==> src/rtl/pwm_oc_multi_if.sv <==
// Bus bundle for pwm_oc_multi: timebase, compare inputs, load strobe, channel
// controls and the registered PWM/status outputs.
interface pwm_oc_multi_if #(
   parameter int unsigned WIDTH  = 17,
   parameter int unsigned HRBITS = 3,
   parameter int unsigned NCH    = 4
) ();
   localparam int unsigned N = 1 << HRBITS;

   logic [WIDTH-HRBITS-1:0] tb;
   logic [NCH*WIDTH-1:0]    cmpH;
   logic [NCH*WIDTH-1:0]    cmpL;
   logic                    ld_req;
   logic [NCH-1:0]          en;
   logic [NCH-1:0]          inv;
   logic [NCH*N-1:0]        pwmD;
   logic [NCH-1:0]          falling;
   logic                    pending;
   logic                    upd;

   modport master (
      output tb, cmpH, cmpL, ld_req, en, inv,
      input  pwmD, falling, pending, upd
   );

   modport slave (
      input  tb, cmpH, cmpL, ld_req, en, inv,
      output pwmD, falling, pending, upd
   );
endinterface

==> src/rtl/pwm_oc_multi.sv <==
// Multi-channel high-resolution output-compare PWM. Each channel emits an N-bit
// subsample word per clock; compares are double-buffered and swap at timebase wrap.
module pwm_oc_multi #(
   parameter int unsigned WIDTH  = 17,
   parameter int unsigned HRBITS = 3,
   parameter int unsigned NCH    = 4
) (
   input  logic             clk,
   input  logic             rst,
   pwm_oc_multi_if.slave    bus
);
   localparam int unsigned N  = 1 << HRBITS;
   localparam int unsigned CW = WIDTH - HRBITS;

   logic [NCH*WIDTH-1:0] sh_h_q, sh_l_q;
   logic [NCH*WIDTH-1:0] act_h_q, act_l_q;
   logic                 pending_q, upd_q;
   logic [NCH-1:0]       x_q, x_d;
   logic [NCH-1:0]       fall_q, fall_d;
   logic [NCH*N-1:0]     pwm_q, pwm_d;
   logic                 xfer;

   assign xfer = pending_q && (bus.tb == {CW{1'b1}});

   always_comb begin
      logic [WIDTH-1:0]  h, l;
      logic [HRBITS-1:0] fh, fl;
      logic              hm, lm;
      logic [N-1:0]      rmask, fmask, raw;
      x_d    = x_q;
      fall_d = '0;
      pwm_d  = '0;
      h      = '0;
      l      = '0;
      fh     = '0;
      fl     = '0;
      hm     = 1'b0;
      lm     = 1'b0;
      rmask  = '0;
      fmask  = '0;
      raw    = '0;
      for (int k = 0; k < NCH; k++) begin
         h     = act_h_q[k*WIDTH +: WIDTH];
         l     = act_l_q[k*WIDTH +: WIDTH];
         fh    = h[HRBITS-1:0];
         fl    = l[HRBITS-1:0];
         hm    = (h[WIDTH-1:HRBITS] == bus.tb);
         lm    = (l[WIDTH-1:HRBITS] == bus.tb);
         rmask = {N{1'b1}} << fh;
         fmask = ~({N{1'b1}} << fl);
         raw   = {N{x_q[k]}};
         if (!bus.en[k]) begin
            raw    = '0;
            x_d[k] = 1'b0;
         end else if (hm && lm) begin
            // Both edges in one clock: a pulse only if rise precedes fall.
            if (fh < fl) begin
               raw       = rmask & fmask;
               x_d[k]    = 1'b0;
               fall_d[k] = 1'b1;
            end
         end else if (hm) begin
            raw    = rmask;
            x_d[k] = 1'b1;
         end else if (lm) begin
            raw       = fmask;
            x_d[k]    = 1'b0;
            fall_d[k] = 1'b1;
         end
         pwm_d[k*N +: N] = raw ^ {N{bus.inv[k]}};
      end
   end

   always_ff @(posedge clk) begin
      if (rst) begin
         for (int k = 0; k < NCH; k++) begin
            sh_h_q[k*WIDTH +: WIDTH]  <= '0;
            sh_l_q[k*WIDTH +: WIDTH]  <= WIDTH'(50);
            act_h_q[k*WIDTH +: WIDTH] <= '0;
            act_l_q[k*WIDTH +: WIDTH] <= WIDTH'(50);
         end
         pending_q <= 1'b0;
         upd_q     <= 1'b0;
         x_q       <= '0;
         fall_q    <= '0;
         pwm_q     <= '0;
      end else begin
         // Transfer uses the shadow as it stood before any coincident load.
         if (xfer) begin
            act_h_q <= sh_h_q;
            act_l_q <= sh_l_q;
         end
         if (bus.ld_req) begin
            sh_h_q <= bus.cmpH;
            sh_l_q <= bus.cmpL;
         end
         if (bus.ld_req) begin
            pending_q <= 1'b1;
         end else if (xfer) begin
            pending_q <= 1'b0;
         end
         upd_q  <= xfer;
         x_q    <= x_d;
         fall_q <= fall_d;
         pwm_q  <= pwm_d;
      end
   end

   assign bus.pwmD    = pwm_q;
   assign bus.falling = fall_q;
   assign bus.pending = pending_q;
   assign bus.upd     = upd_q;
endmodule

==> src/flat_wrapper.sv <==
// flat-port wrapper written by rule: the top's interface ports become plain ports
module pwm_oc_multi_flat 
#(
   parameter int unsigned WIDTH  = 17,
   parameter int unsigned HRBITS = 3,
   parameter int unsigned NCH    = 4
)
  (clk, rst, bus_tb, bus_cmpH, bus_cmpL, bus_ld_req, bus_en, bus_inv, bus_pwmD, bus_falling, bus_pending, bus_upd);
  pwm_oc_multi_if #(.WIDTH(WIDTH), .HRBITS(HRBITS), .NCH(NCH)) bus_i ();
  input  logic clk;
  input  logic rst;
  input wire logic [$bits(bus_i.tb)-1:0] bus_tb;
  input wire logic [$bits(bus_i.cmpH)-1:0] bus_cmpH;
  input wire logic [$bits(bus_i.cmpL)-1:0] bus_cmpL;
  input wire logic [$bits(bus_i.ld_req)-1:0] bus_ld_req;
  input wire logic [$bits(bus_i.en)-1:0] bus_en;
  input wire logic [$bits(bus_i.inv)-1:0] bus_inv;
  output wire logic [$bits(bus_i.pwmD)-1:0] bus_pwmD;
  output wire logic [$bits(bus_i.falling)-1:0] bus_falling;
  output wire logic [$bits(bus_i.pending)-1:0] bus_pending;
  output wire logic [$bits(bus_i.upd)-1:0] bus_upd;
  assign bus_i.tb = bus_tb;
  assign bus_i.cmpH = bus_cmpH;
  assign bus_i.cmpL = bus_cmpL;
  assign bus_i.ld_req = bus_ld_req;
  assign bus_i.en = bus_en;
  assign bus_i.inv = bus_inv;
  assign bus_pwmD = bus_i.pwmD;
  assign bus_falling = bus_i.falling;
  assign bus_pending = bus_i.pending;
  assign bus_upd = bus_i.upd;
  pwm_oc_multi #(.WIDTH(WIDTH), .HRBITS(HRBITS), .NCH(NCH)) u_core (.clk(clk), .rst(rst), .bus(bus_i));
endmodule
==> config.mk <==
export PLATFORM = sky130hd
export DESIGN_NAME = pwm_oc_multi_flat
export DESIGN_NICKNAME = d
export VERILOG_FILES = /design/src/rtl/pwm_oc_multi_if.sv /design/src/rtl/pwm_oc_multi.sv /design/src/flat_wrapper.sv
export SDC_FILE = /design/constraint.sdc
export NUM_CORES = 1
export LEC_CHECK = 0
export BUFFER_PORTS_ARGS = -buffer_cell sky130_fd_sc_hd__buf_2
export CAP_MARGIN = 20
export CORE_MARGIN = 1.5
export CORE_UTILIZATION = 57
export CTS_CLUSTER_DIAMETER = 80
export DETAILED_ROUTE_END_ITERATION = 10
export PLACE_DENSITY = 0.8
export SLEW_MARGIN = 20
export SYNTH_ARGS = -nofsm -noshare
export SYNTH_HDL_FRONTEND = slang
export SYNTH_SLANG_ARGS = --single-unit
==> constraint.sdc <==
create_clock -name clk -period 2.6 [get_ports clk]
set_clock_uncertainty 0.1 [all_clocks]
set_input_delay 0.52 -clock clk [delete_from_list [all_inputs] [get_ports clk]]
set_output_delay 0.52 -clock clk [all_outputs]
set_load 0.01 [all_outputs]
==> results.toml <==
[clock_network]
cts.sinks = 314
cts_tree = "done"
h-tree-depth = 1
clk_pin_slew_ps = 60
cts_inserted_buffers = 31
post_cts_resized = 0
clock_path_buffers = 3
cts.hold.buffers_added = 0
clock_latency_ps = 560
post_cts_buffers = 0
cts_root_buf = "clkbuf_16"

[yosys]
yosys_warnings = 0
async_reset_ff_share_pct = 0
synth_top_cell_by_area = "dfxtp_1"
synth_fp_nets = 1759
ys_seq_elements = 314
syn-mean-instance-area_sq_um = 8.691
yosysSeqAreaShare_pct = 45.61
synth_cell_type_count = 52
synth_area_leaders = "dfxtp_1, mux2i_1, nand2_1"
synth_area_sq_um = 13780
synth_ff_type = "dfxtp_1"
synth_top_area_share_pct = 45.61
syn_inst = 1586
synth-edff-count = 0

[worst_setup_path]
slowest_delay_ps = 510
start_kind = "register"
r2r-end = "u_core.bus.pwmD[10]$_SDFF_PP0_"
reg2reg_slack_ps = 180
cpMaxStageDelayCell = "dfxtp_1"
critical_path.top_delay_family = "compound AO/OA/AOI/OAI gates"
crit_fanout = 10
crit_path_cell_trace = "ha_1, a21o_1, a31oi_1, buf_4, nand2_1, a211oi_1, a21oi_1, o311ai_0"
end_kind = "register"
cp.buffers_inverters = 1
reg2regPathDepth = 8
crit_arrival_ps = 2760
required_ps = 2940
reg2reg_from = "u_core.act_h_q[19]$_SDFFE_PP0P_"
criticalPathCategory = "reg -> reg"

[timing]
setup-violations-final = 0
maxSlewViolCount = 0
period_share_pct = 93.09
hold_violations = 0
fin_tns_setup_ps = 0
relSlewSlack_pct = 58.14
tightest_slew_ps = 628.0
min_period_ps = 2420
rsz0062_at_grt = "false"
timing.final.ws_setup_ps = 179.8
fmax_mhz = 413.2

[route]
via_per_inst = 5.502
wl_per_cell_um = 16.75
vias = 11664
drcViolationCount = 0
first_pass_iters = 5
detail-route-antenna-nets = 0
drtIter0Drc = 998
totalWireLength_um = 35520

[global_route]
grt_antenna_before_repair = 0
grt.busiest_layer = "met2"
grt_pass1_vias = 11024
grt_util_all_layers_pct = 27.95
grtUsageMet3_pct = 3.702
grt_overflow = 0
use_met1_pct = 36.96
grt_pass1_wl_um = 56010
use_met2_pct = 46.81
grt_max_degree = 96

[die]
fp.dieArea_sq_um = 25120
die_width_um = 158.5
fp.dieH_um = 158.5
coreArea_sq_um = 23610
start_util_pct = 58.37
io_pins = 199
rows = 56

[finish]
drive_gt1_share_pct = 18.77
final_core_util_pct = 69.82
area.growth.synth_to_final_pct = 19.62
layout_common_cells = "dfxtp_1, nand2_1, buf_2"
final_nets = 1952
final_cells = 2120
diodes = 0
layout_commonest_cell = "dfxtp_1"
fill_cells = 1840

[place]
pre_cts_slack_ps = -125.9
place.gp.congestion = 0.8682
hpwl_um = 24850
place_inst = 2065
port_buffers = 198

[run]
cap_violations = 0

[pwr]
leakagePower_nw = 6.866
power.internal_mw = 7.881
p_per_area_nw_per_um2 = 620.9
p_seq_share_pct = 49.4
ir_drop_mv = 0.4680
p_sw_share_pct = 23.02
combPwrFrac_pct = 8.0
p_clk_share_pct = 42.6
net-switching-power_mw = 2.356

[min_path]
hold_depth = 2
min-delay-path-class = "in -> reg"
hold-path-endpoint = "u_core.sh_l_q[38]$_SDFFE_PP1P_"
min-delay-start = "bus_cmpL[38]"

[outcome]
status = "completed"
stage by stage:
stage / hold WS (ps) / instance area, sq um / power [mW]
after floorplan: 327.3 / 13780 / 5.621
after global placement: 339.6 / 15490 / 5.943
after detailed placement: 344.6 / 15490 / 5.965
after CTS: 56.83 / 16480 / 10.29
after global routing: 62.92 / 16490 / 10.60
final: 71.92 / 16490 / 10.24
registers in the layout (all words and copies together), names as in the netlist:
signal,cells
u_core.x_q,4
u_core.sh_l_q,68
u_core.bus.pwmD,32
u_core.sh_h_q,68
u_core.bus.pending,1
u_core.bus.upd,1
u_core.act_h_q,68
u_core.act_l_q,68
u_core.bus.falling,4
layer usage:
layer	routed length [um]	up-vias	part of all wire, %
li1	-	5715	-
met1	15780	5472	44
met2	16530	390	47
met3	2070	87	5.8
met4	1132	0	3.2
met5	0	-	0
cell usage after synthesis (all sizes together) (12+ instances only):
| cell type | instances |
|---|---|
| mux2i | 151 |
| a211o | 16 |
| inv | 19 |
| xnor2 | 84 |
| dfxtp | 314 |
| nand4 | 23 |
| xor2 | 28 |
| buf | 44 |
| nand2 | 313 |
| nor4 | 13 |
| ha | 12 |
| nand2b | 12 |
| nor2 | 167 |
| o21ai | 35 |
| a21oi | 148 |
| clkbuf | 65 |
| nor2b | 16 |
cell type report:
type | count | area [sq um] | share of cell area (%)
timing repair buffer | 269 | 1829 | 11.10
sequential | 314 | 6287 | 38.13
clock inverter | 9 | 103.9 | 0.6299
tap | 319 | 399.1 | 2.421
clock buffer | 46 | 882.1 | 5.350
multi-input combinational | 1144 | 6914 | 41.94
inverter | 19 | 71.32 | 0.4326
worst max path at each step:
stage / startpoint / to / cells past startpoint
finish: u_core.act_h_q[19]$_SDFFE_PP0P_ / u_core.bus.pwmD[10]$_SDFF_PP0_ / 8
global route: u_core.act_l_q[52]$_SDFFE_PP1P_ / u_core.bus.pwmD[31]$_SDFF_PP0_ / 8
CTS: u_core.act_l_q[19]$_SDFFE_PP0P_ / u_core.bus.pwmD[10]$_SDFF_PP0_ / 9
detailed placement: bus_tb[1] / u_core.bus.pwmD[21]$_SDFF_PP0_ / 9
global placement: bus_tb[2] / u_core.bus.pwmD[0]$_SDFF_PP0_ / 9
floorplan: bus_tb[6] / u_core.bus.pwmD[21]$_SDFF_PP0_ / 9
power by group through the flow:
stage / Combinational (mW) / Sequential (mW) / Clock, mW
2_1_floorplan: 0.474 / 5.15 / 0
3_3_place_gp: 0.788 / 5.15 / 0
3_5_place_dp: 0.806 / 5.16 / 0
4_1_cts: 0.814 / 5.05 / 4.42
5_1_grt: 0.884 / 5.07 / 4.64
6_report: 0.814 / 5.06 / 4.37
kinds of logic (layout without fill, tap and decap cells):
group,count (synthesis),count (layout),share of synthesized area [%]
xor+xnor,112,112,7.117
compound gates,262,262,11.29
buf+inv,128,343,4.357
simple gates,600,600,19.00
mux,158,158,11.54
flops,314,314,45.61
fa+ha+maj,12,12,1.089
(Power assumes the default switching activity.)
